### config.mk
export PLATFORM = sky130hd
export DESIGN_NAME = mod_counter_load_flat
export DESIGN_NICKNAME = d
export VERILOG_FILES = /design/src/rtl/clock_pkg.sv /design/src/rtl/mod_counter_load_if.sv /design/src/rtl/mod_counter_load.sv /design/src/flat_wrapper.sv
export SDC_FILE = /design/constraint.sdc
export NUM_CORES = 1
export LEC_CHECK = 0
export ABC_CLOCK_PERIOD_IN_PS = 1800
export CAP_MARGIN = 15
export CORE_ASPECT_RATIO = 0.8
export CORE_MARGIN = 2
export CORE_UTILIZATION = 28
export DETAILED_ROUTE_END_ITERATION = 7
export MAX_ROUTING_LAYER = met4
export PLACE_DENSITY = 0.53
export SYNTH_ARGS = -nofsm -noshare
export SYNTH_HDL_FRONTEND = slang
export SYNTH_SLANG_ARGS = --single-unit
### constraint.sdc
create_clock -name clock -period 1.8 [get_ports clock]
set_clock_uncertainty 0.2 [all_clocks]
set_input_delay 0.36 -clock clock [delete_from_list [all_inputs] [get_ports clock]]
set_output_delay 0.36 -clock clock [all_outputs]
set_load 0.005 [all_outputs]
### src/rtl/clock_pkg.sv
`default_nettype none
// ============================================================================
// Module      : clock_pkg
// Description : Shared constants for the clock datapath (seconds, minutes,
//               hours, day-of-week) and a width helper used to size
//               modulo counters from their modulus.
// Revision    : 1.0  initial release
// ============================================================================
package clock_pkg;

    // Field moduli
    localparam int SEC_MOD  = 60;
    localparam int MIN_MOD  = 60;
    localparam int HOUR_MOD = 24;
    localparam int DAY_MOD  = 7;

    // Matching field widths
    localparam int SEC_W  = 6;
    localparam int MIN_W  = 6;
    localparam int HOUR_W = 5;
    localparam int DAY_W  = 3;

    // Smallest w with 2**w >= value. Written as a bounded loop so it is
    // usable in constant (parameter) expressions.
    function automatic int clog2(input int value);
        int w;
        w = 0;
        for (int i = 0; i < 31; i++) begin
            if ((1 << i) < value) begin
                w = i + 1;
            end
        end
        return w;
    endfunction

endpackage : clock_pkg
`default_nettype wire

### src/rtl/mod_counter_load_if.sv
`default_nettype none
// ============================================================================
// Module      : mod_counter_load_if
// Description : Control/status bundle of one modulo counter stage.
//               master : the controlling logic (drives clr/load/en/up_dn,
//                        observes Q/tc/load_err)
//               slave  : the counter itself
// Signals     : clr, load, load_val[WIDTH], en, up_dn  (master -> slave)
//               Q[WIDTH], tc, load_err                 (slave -> master)
// Revision    : 1.0  initial release
// ============================================================================
interface mod_counter_load_if
    import clock_pkg::*;
#(
    parameter int WIDTH = SEC_W
);
    logic             clr;
    logic             load;
    logic [WIDTH-1:0] load_val;
    logic             en;
    logic             up_dn;
    logic [WIDTH-1:0] Q;
    logic             tc;
    logic             load_err;

    modport master (
        output clr, load, load_val, en, up_dn,
        input  Q, tc, load_err
    );

    modport slave (
        input  clr, load, load_val, en, up_dn,
        output Q, tc, load_err
    );

endinterface : mod_counter_load_if
`default_nettype wire

### src/rtl/mod_counter_load.sv
`default_nettype none
// ============================================================================
// Module      : mod_counter_load
// Description : Modulo-MODULUS up/down counter with synchronous clear,
//               range-checked synchronous load and hold. The terminal count
//               is combinational so that a chain of stages (tc -> en) all
//               advance on the same edge.
// Ports       : clock     system clock, rising edge active
//               rst_neg   asynchronous active-low reset
//               bus       mod_counter_load_if.slave
//                         clr/load/load_val/en/up_dn in, Q/tc/load_err out
// Parameters  : WIDTH     counter width, 2**WIDTH >= MODULUS
//               MODULUS   count range 0..MODULUS-1, 2..2**WIDTH
//               RESET_VAL value after reset and clear, < MODULUS
// Revision    : 1.0  initial release (replaces fixed minute counter with
//                    asynchronous set; preset is now synchronous)
// ============================================================================
module mod_counter_load
    import clock_pkg::*;
#(
    parameter int WIDTH     = clog2(SEC_MOD),
    parameter int MODULUS   = SEC_MOD,
    parameter int RESET_VAL = 0
) (
    input  wire logic        clock,
    input  wire logic        rst_neg,
    mod_counter_load_if.slave bus
);

    localparam logic [WIDTH-1:0] c_MAX = WIDTH'(MODULUS - 1);
    localparam logic [WIDTH-1:0] c_RST = WIDTH'(RESET_VAL);
    localparam logic [WIDTH-1:0] c_ONE = WIDTH'(1);
    // One extra bit so MODULUS == 2**WIDTH is representable in the compare.
    localparam logic [WIDTH:0]   c_MOD = (WIDTH+1)'(MODULUS);

    logic [WIDTH-1:0] r_q;
    logic             r_load_err;

    logic             w_at_max;
    logic             w_at_zero;
    logic             w_load_ok;
    logic [WIDTH-1:0] w_q_next;
    logic             w_err_next;

    assign w_at_max  = (r_q == c_MAX);
    assign w_at_zero = (r_q == '0);
    assign w_load_ok = ({1'b0, bus.load_val} < c_MOD);

    // Priority clr > load > en > hold. Wrap is an explicit compare against
    // MODULUS-1 / 0, so the full-range case (MODULUS == 2**WIDTH) gives the
    // same result as natural overflow without relying on it.
    always_comb begin
        w_q_next   = r_q;
        w_err_next = 1'b0;
        if (bus.clr) begin
            w_q_next = c_RST;
        end else if (bus.load) begin
            if (w_load_ok) begin
                w_q_next = bus.load_val;
            end else begin
                w_q_next   = '0;
                w_err_next = 1'b1;
            end
        end else if (bus.en) begin
            if (bus.up_dn) begin
                w_q_next = w_at_max ? '0 : (r_q + c_ONE);
            end else begin
                w_q_next = w_at_zero ? c_MAX : (r_q - c_ONE);
            end
        end
    end

    always_ff @(posedge clock or negedge rst_neg) begin
        if (!rst_neg) begin
            r_q        <= c_RST;
            r_load_err <= 1'b0;
        end else begin
            r_q        <= w_q_next;
            r_load_err <= w_err_next;
        end
    end

    // Terminal count: high in the cycle before a wrap edge, suppressed
    // whenever clr or load overrides counting.
    assign bus.tc       = bus.en & ~bus.clr & ~bus.load &
                          (bus.up_dn ? w_at_max : w_at_zero);
    assign bus.Q        = r_q;
    assign bus.load_err = r_load_err;

endmodule : mod_counter_load
`default_nettype wire

### src/flat_wrapper.sv
// flat-port wrapper written by rule: the top's interface ports become plain ports
module mod_counter_load_flat import clock_pkg::*;
#(
    parameter int WIDTH     = clog2(SEC_MOD),
    parameter int MODULUS   = SEC_MOD,
    parameter int RESET_VAL = 0
)
  (clock, rst_neg, bus_clr, bus_load, bus_load_val, bus_en, bus_up_dn, bus_Q, bus_tc, bus_load_err);
  mod_counter_load_if #(.WIDTH(WIDTH)) bus_i ();
  input  wire logic clock;
  input  wire logic rst_neg;
  input wire logic [$bits(bus_i.clr)-1:0] bus_clr;
  input wire logic [$bits(bus_i.load)-1:0] bus_load;
  input wire logic [$bits(bus_i.load_val)-1:0] bus_load_val;
  input wire logic [$bits(bus_i.en)-1:0] bus_en;
  input wire logic [$bits(bus_i.up_dn)-1:0] bus_up_dn;
  output wire logic [$bits(bus_i.Q)-1:0] bus_Q;
  output wire logic [$bits(bus_i.tc)-1:0] bus_tc;
  output wire logic [$bits(bus_i.load_err)-1:0] bus_load_err;
  assign bus_i.clr = bus_clr;
  assign bus_i.load = bus_load;
  assign bus_i.load_val = bus_load_val;
  assign bus_i.en = bus_en;
  assign bus_i.up_dn = bus_up_dn;
  assign bus_Q = bus_i.Q;
  assign bus_tc = bus_i.tc;
  assign bus_load_err = bus_i.load_err;
  mod_counter_load #(.WIDTH(WIDTH), .MODULUS(MODULUS), .RESET_VAL(RESET_VAL)) u_core (.clock(clock), .rst_neg(rst_neg), .bus(bus_i));
endmodule
== Word-level counts from Yosys, hierarchy flattened ==
Cells that the tools add are included.

* Register bits after elaboration: 7
* Output and inout bits: 8
* Input port bits: 12
* Logic and storage cells: 24

* Equality and inequality tests: 1
* Multiplexer cells: 11
* Add/sub/neg operators: 2
* Bitwise logic cells: 5
* $lt $le $gt $ge: 1
* Reduce and logical (&&, ||, !) cells: 2

{| class="wikitable"
|+ Operator list
! kind !! count
|-
| $mux W6 || 7
|-
| $add A6 B1 Y6 const B || 1
|-
| $eq A6 B6 Y1 const B || 1
|-
| $logic_not A6 Y1 || 1
|-
| $lt A6 B6 Y1 const B || 1
|-
| $sub A6 B1 Y6 const B || 1
|-
| $mux W1 || 4
|-
| $and A1 B1 Y1 || 3
|-
| $reduce_bool A3 Y1 || 1
|-
| $not A1 Y1 || 2
|}

== Depth between registers and ports, before layout ==
* Depth after elaboration: 6
* Depth in mapped cells: 8
* Gate-level depth less buffers: 7

== Worst setup path before layout ==
OpenSTA, ideal clock, no wires.

* Path kind: reg2out
* From: register u_core.r_q[0] (netlist: u_core.bus.Q[0])
* To: output port bus_tc
* Data required time: 1,240 ps
* Stages on the path, launching flop included: 8
* Path slack: -171 ps
* Path buffers: 1
* Data arrival time: 1,411 ps
* Cells stage by stage: dfrtp_1 -> clkbuf_2 -> inv_1 -> ha_1 -> nor2b_1 -> nand2_1 -> or2_4 -> a21oi_1

* Longest elaborated chain between the ends: 3
* Elaborated cells on any way between the ends: 4
* Classes of those cells: eq/ne (1); mux (1); bitwise (1); reduce/logical (1)

{| class="wikitable"
|+ RTL lines
! element !! line !! source
|-
| start: declaration || mod_counter_load.sv:36 || <nowiki>logic [WIDTH-1:0] r_q;</nowiki>
|-
| start signal: assignment || mod_counter_load.sv:75 || <nowiki>r_q <= c_RST;</nowiki>
|-
| start signal: assignment || mod_counter_load.sv:78 || <nowiki>r_q <= w_q_next;</nowiki>
|-
| $eq A6 B6 Y1 or $logic_not A6 Y1 (tied branches) || mod_counter_load.sv:45, mod_counter_load.sv:46 ||
|-
| $mux W1 (*) || mod_counter_load.sv:86 || <nowiki>(bus.up_dn ? w_at_max : w_at_zero);</nowiki>
|-
| $and A1 B1 Y1 (*) || mod_counter_load.sv:85 || <nowiki>assign bus.tc = bus.en & ~bus.clr & ~bus.load &</nowiki>
|-
| end: declaration || flat_wrapper.sv:18 || <nowiki>output wire logic [$bits(bus_i.tc)-1:0] bus_tc;</nowiki>
|}

Mark *: on every way between the ends. The rest lies on a longest branch, timed or not.

== Worst setup path after layout ==
Ends and elaborated chain as after synthesis.

==> impl_results.html <==
<table>
<tr><th>Metric</th><th>Value</th></tr>
<tr><th colspan="2">Outcome</th></tr>
<tr><td>Status</td><td>finished with violations</td></tr>
<tr><td>Violations in the final reports</td><td>negative setup slack</td></tr>
<tr><th colspan="2">STA</th></tr>
<tr><td>Setup repair after global routing missed its margin</td><td>true</td></tr>
<tr><td>Final worst-path cycle share</td><td>118%</td></tr>
<tr><td>Max Clock Freq</td><td>roughly 470 MHz</td></tr>
<tr><td>Worst slew margin relative to its limit</td><td>between 70% and 80%</td></tr>
<tr><td>Setup_tns</td><td>-0.486 ns</td></tr>
<tr><td>Total of endpoints with negative setup slack in the final report</td><td>3</td></tr>
<tr><td>Final hold violations</td><td>0</td></tr>
<tr><td>Worst-margin pin slew</td><td>0.333 ns</td></tr>
<tr><td>Tmin final</td><td>2.12 ns</td></tr>
<tr><td>Final WS setup</td><td>-0.324 ns</td></tr>
<tr><td>Max-slew violation total from the final report</td><td>0</td></tr>
<tr><th colspan="2">Clock tree</th></tr>
<tr><td>Register clock-pin slew on the reported worst setup and hold paths</td><td>about 0.050 ns</td></tr>
<tr><td>Insertion delay to the later sink of the worst-skew pair</td><td>0.25 ns</td></tr>
<tr><td>Number of sinks on the clock net</td><td>7</td></tr>
<tr><td>CTS Root Cell</td><td>sky130_fd_sc_hd__clkbuf_4</td></tr>
<tr><td>Clock tree from TritonCTS</td><td>yes</td></tr>
<tr><td>CTS H-tree lvls</td><td>1</td></tr>
<tr><td>Longest Clk Path Bufs</td><td>2</td></tr>
<tr><td>Number of buffers added by the clock tree synthesis step</td><td>3</td></tr>
<tr><td>Hold buffers post-CTS</td><td>0</td></tr>
<tr><th colspan="2">Synthesis</th></tr>
<tr><td>Sequential fraction of the synthesis area</td><td>26.0%</td></tr>
<tr><td>Synthesized netlist net count</td><td>94</td></tr>
<tr><td>Gate count of the mapped netlist</td><td>about 80</td></tr>
<tr><td>Average footprint of a synthesized cell</td><td>~8.5 um^2</td></tr>
<tr><td>FFs w/ async S/R, synth</td><td>100%</td></tr>
<tr><td>Commonest cells in the synthesized netlist</td><td>sky130_fd_sc_hd__dfrtp_1 (7), sky130_fd_sc_hd__nand2_1 (7), sky130_fd_sc_hd__nor2_1 (6)</td></tr>
<tr><td>Post-synth design cell area</td><td>between 600 and 700 um^2</td></tr>
<tr><td>Number of enable flip-flop cells after synthesis</td><td>0</td></tr>
<tr><td>Number of synthesized register bits</td><td>7</td></tr>
<tr><td>Cell types with the largest area share after synthesis</td><td>sky130_fd_sc_hd__dfrtp_1 (26%), sky130_fd_sc_hd__ha_1 (5.6%), sky130_fd_sc_hd__nand2_1 (3.9%)</td></tr>
<tr><td>Number of distinct library cells after synthesis</td><td>38</td></tr>
<tr><td>Count of synthesis-stage warnings from yosys</td><td>0</td></tr>
<tr><td>Share of the synthesized area in the top cell type</td><td>between 20% and 30%</td></tr>
<tr><td>Largest area contributor in the netlist</td><td>sky130_fd_sc_hd__dfrtp_1</td></tr>
<tr><td>Primary FF master, synth</td><td>sky130_fd_sc_hd__dfrtp_1</td></tr>
<tr><th colspan="2">Setup path</th></tr>
<tr><td>Cell depth of the worst flop-to-flop path</td><td>8</td></tr>
<tr><td>WS Path Type</td><td>flop to output port</td></tr>
<tr><td>Series of cell instances along the critical path</td><td>inv_4 &gt; ha_4 &gt; nor2b_4 &gt; nand2_2 &gt; or2_4 &gt; a21oi_2 &gt; buf_2</td></tr>
<tr><td>CP Buf/Inv Count</td><td>2</td></tr>
<tr><td>Crit. End Element</td><td>output port</td></tr>
<tr><td>Cell with the biggest individual delay on the critical path</td><td>sky130_fd_sc_hd__dfrtp_1</td></tr>
<tr><td>Worst path top cell family by delay</td><td>simple AND/OR/NAND/NOR gates</td></tr>
<tr><td>Terminus of the critical flop-to-flop path</td><td>u_core.bus.Q[4]</td></tr>
<tr><td>Critical path origin</td><td>u_core.bus.Q[0]</td></tr>
<tr><td>Start of the worst register-to-register path</td><td>u_core.bus.Q[3]</td></tr>
<tr><td>Critical Path Source Type</td><td>flop</td></tr>
<tr><td>Slowest cell delay on critical path</td><td>~0.4 ns</td></tr>
<tr><td>CP Max Fanout</td><td>2</td></tr>
<tr><td>Data arrival time of the worst path</td><td>1.56 ns</td></tr>
<tr><td>Required time worst endpoint</td><td>~1.2 ns</td></tr>
<tr><td>Reg2reg setup slack</td><td>-0.08 ns</td></tr>
<tr><th colspan="2">Min path</th></tr>
<tr><td>Min-Delay Path Class</td><td>input pin to async pin</td></tr>
<tr><th colspan="2">Die</th></tr>
<tr><td>Standard-cell rows</td><td>15</td></tr>
<tr><td>Die footprint</td><td>approximately 0.0028 mm^2</td></tr>
<tr><td>Vert. Die Dim</td><td>approximately 48 um</td></tr>
<tr><td>Area of the core region</td><td>0.00221 mm^2</td></tr>
<tr><td>Floorplan die width</td><td>58.8 um</td></tr>
<tr><td>I/O pins</td><td>20</td></tr>
<tr><td>Initial cell density of the core</td><td>a little under a third</td></tr>
<tr><th colspan="2">Layout</th></tr>
<tr><td>Final Instance Area</td><td>roughly 0.0012 mm^2</td></tr>
<tr><td>Count of inserted antenna diode cells</td><td>0</td></tr>
<tr><td>Final net count</td><td>roughly 140</td></tr>
<tr><td>Share of final-layout standard cells stronger than drive strength 1</td><td>around two fifths</td></tr>
<tr><td>Area growth, synth to finish</td><td>72.3%</td></tr>
<tr><th colspan="2">Detailed routing</th></tr>
<tr><td>WL/cell</td><td>14.4 um</td></tr>
<tr><td>Via-to-Cell Ratio</td><td>5.35</td></tr>
<tr><td>Number of routed nets with antenna violations</td><td>0</td></tr>
<tr><td>DRT Wirelength</td><td>around 2200 um</td></tr>
<tr><td>Initial drt markers</td><td>45</td></tr>
<tr><td>Vias post-DR</td><td>about 810</td></tr>
<tr><td>DRC viols</td><td>0</td></tr>
<tr><td>Number of detailed-routing iterations run before antenna repair</td><td>4</td></tr>
<tr><th colspan="2">Placement</th></tr>
<tr><td>Placed standard-cell area</td><td>around 0.0011 mm^2</td></tr>
<tr><td>Final estimated routing congestion in global placement</td><td>~0.94</td></tr>
<tr><td>DPL Wire Length</td><td>between 1500 and 2000 um</td></tr>
<tr><td>Number of port buffers</td><td>19</td></tr>
<tr><th colspan="2">Power</th></tr>
<tr><td>Maximum VDD drop</td><td>185 uV</td></tr>
<tr><td>Leak Pwr</td><td>0.541 nW</td></tr>
<tr><td>Power per Cell Area</td><td>approximately 550 mW/mm^2</td></tr>
<tr><th colspan="2">GRT</th></tr>
<tr><td>Initial antenna violation count</td><td>0</td></tr>
<tr><td>Total global-route track usage</td><td>~18%</td></tr>
<tr><td>GR Layer Usage met3</td><td>under 10%</td></tr>
<tr><td>GR Util met2</td><td>between 20% and 30%</td></tr>
<tr><td>Number of global-route vias before repair</td><td>759</td></tr>
<tr><td>Pin count of the biggest net entering global routing</td><td>13</td></tr>
<tr><td>Layer with the highest usage after global routing</td><td>met2</td></tr>
<tr><td>Met1 usage in global routing</td><td>23.8%</td></tr>
<tr><td>Remaining global-route overflow</td><td>0</td></tr>
<tr><td>First-pass GRT wire length</td><td>approximately 3500 um</td></tr>
<tr><th colspan="2">Run</th></tr>
<tr><td>Max-cap viol count</td><td>0</td></tr>
</table>
==> sequential cells by signal, indices dropped and copies added, names as in the netlist <==
name,cells
u_core.bus.load_err,1
u_core.bus.Q,6
==> how the worst max path moves through the flow <==
stage	cells after the start	to	slack, ns
6_report	7	bus_tc	-0.32
3_3_place_gp	5	bus_tc	-0.68
3_5_place_dp	5	bus_tc	-0.69
4_1_cts	7	bus_tc	-0.32
5_1_grt	7	bus_tc	-0.38
2_1_floorplan	7	bus_tc	-0.08
==> cell families after synthesis <==
family | count (synthesis) | share of synthesized area (%)
mux | 1 | 1.49
compound gates | 24 | 26.2
flops | 7 | 26.0
simple gates | 31 | 26.2
xor+xnor | 3 | 3.90
buf+inv | 10 | 10.6
fa+ha+maj | 3 | 5.58
==> layout by cell type, fill, tap and decap left out, types with 2 or more instances in the layout <==
| cell | synthesis | layout |
|---|---|---|
| sky130_fd_sc_hd__a21oi_1 | 4 | 2 |
| sky130_fd_sc_hd__a21oi_2 | 1 | 3 |
| sky130_fd_sc_hd__a221o_1 | 2 | 2 |
| sky130_fd_sc_hd__a221oi_1 | 2 | 2 |
| sky130_fd_sc_hd__a31oi_1 | 2 | 2 |
| sky130_fd_sc_hd__and3_2 | 2 | 2 |
| sky130_fd_sc_hd__and4b_1 | 2 | 2 |
| sky130_fd_sc_hd__buf_4 | 2 | 26 |
| sky130_fd_sc_hd__buf_6 | 2 | 4 |
| sky130_fd_sc_hd__clkbuf_4 | 0 | 3 |
| sky130_fd_sc_hd__clkdlybuf4s50_1 | 0 | 12 |
| sky130_fd_sc_hd__dfrtp_1 | 7 | 7 |
| sky130_fd_sc_hd__dlygate4sd2_1 | 0 | 5 |
| sky130_fd_sc_hd__inv_1 | 4 | 2 |
| sky130_fd_sc_hd__nand2_1 | 7 | 6 |
| sky130_fd_sc_hd__nand3_1 | 5 | 3 |
| sky130_fd_sc_hd__nand3_2 | 0 | 2 |
| sky130_fd_sc_hd__nor2_1 | 6 | 6 |
| sky130_fd_sc_hd__nor3_2 | 2 | 2 |
| sky130_fd_sc_hd__o2111ai_1 | 2 | 2 |
| sky130_fd_sc_hd__o211ai_1 | 2 | 2 |
| sky130_fd_sc_hd__o21ai_0 | 2 | 2 |
| sky130_fd_sc_hd__xor2_1 | 2 | 2 |
==> stage by stage <==
step	total power, W	util [%]	worst slack [ns]	hold WS [ns]	cells
2_1_floorplan	0.000329	-	-0.0807	-0.136	79
3_3_place_gp	0.000458	47.5	-0.681	0.436	142
3_5_place_dp	0.000457	47.5	-0.689	0.448	142
4_1_cts	0.000627	51.2	-0.324	0.174	150
5_1_grt	0.000681	52.4	-0.383	0.187	152
6_report	0.000635	52.4	-0.324	0.169	152
==> where the power goes <==
group,switching [W],internal [W]
clock network,0.0000614,0.0000848
logic,0.000139,0.000170
registers,0.0000104,0.000169
total,0.000210,0.000424
==> layout make-up <==
type,instances,area [um^2]
clock buffer,4,26.3
fill,224,1050
inverter,4,17.5
multi-input combinational,62,473
sequential,7,175
tap,25,31.3
timing repair buffer,50,437
==> repair_timing <==
| action | in CTS | in global routing |
|---|---|---|
| setup endpoints to repair | 11 | 7 |
| pin swaps | 6 | 2 |
| buffers inserted | 4 | 2 |
| resized for setup | 19 | 3 |
==> per-layer routing <==
layer | up-vias | routed length (um)
met4 | 0 | 0
li1 | 399 | -
met3 | 0 | 123
met5 | - | 0
met1 | 387 | 1080
met2 | 27 | 985
Power figures use the tool's default switching activity.
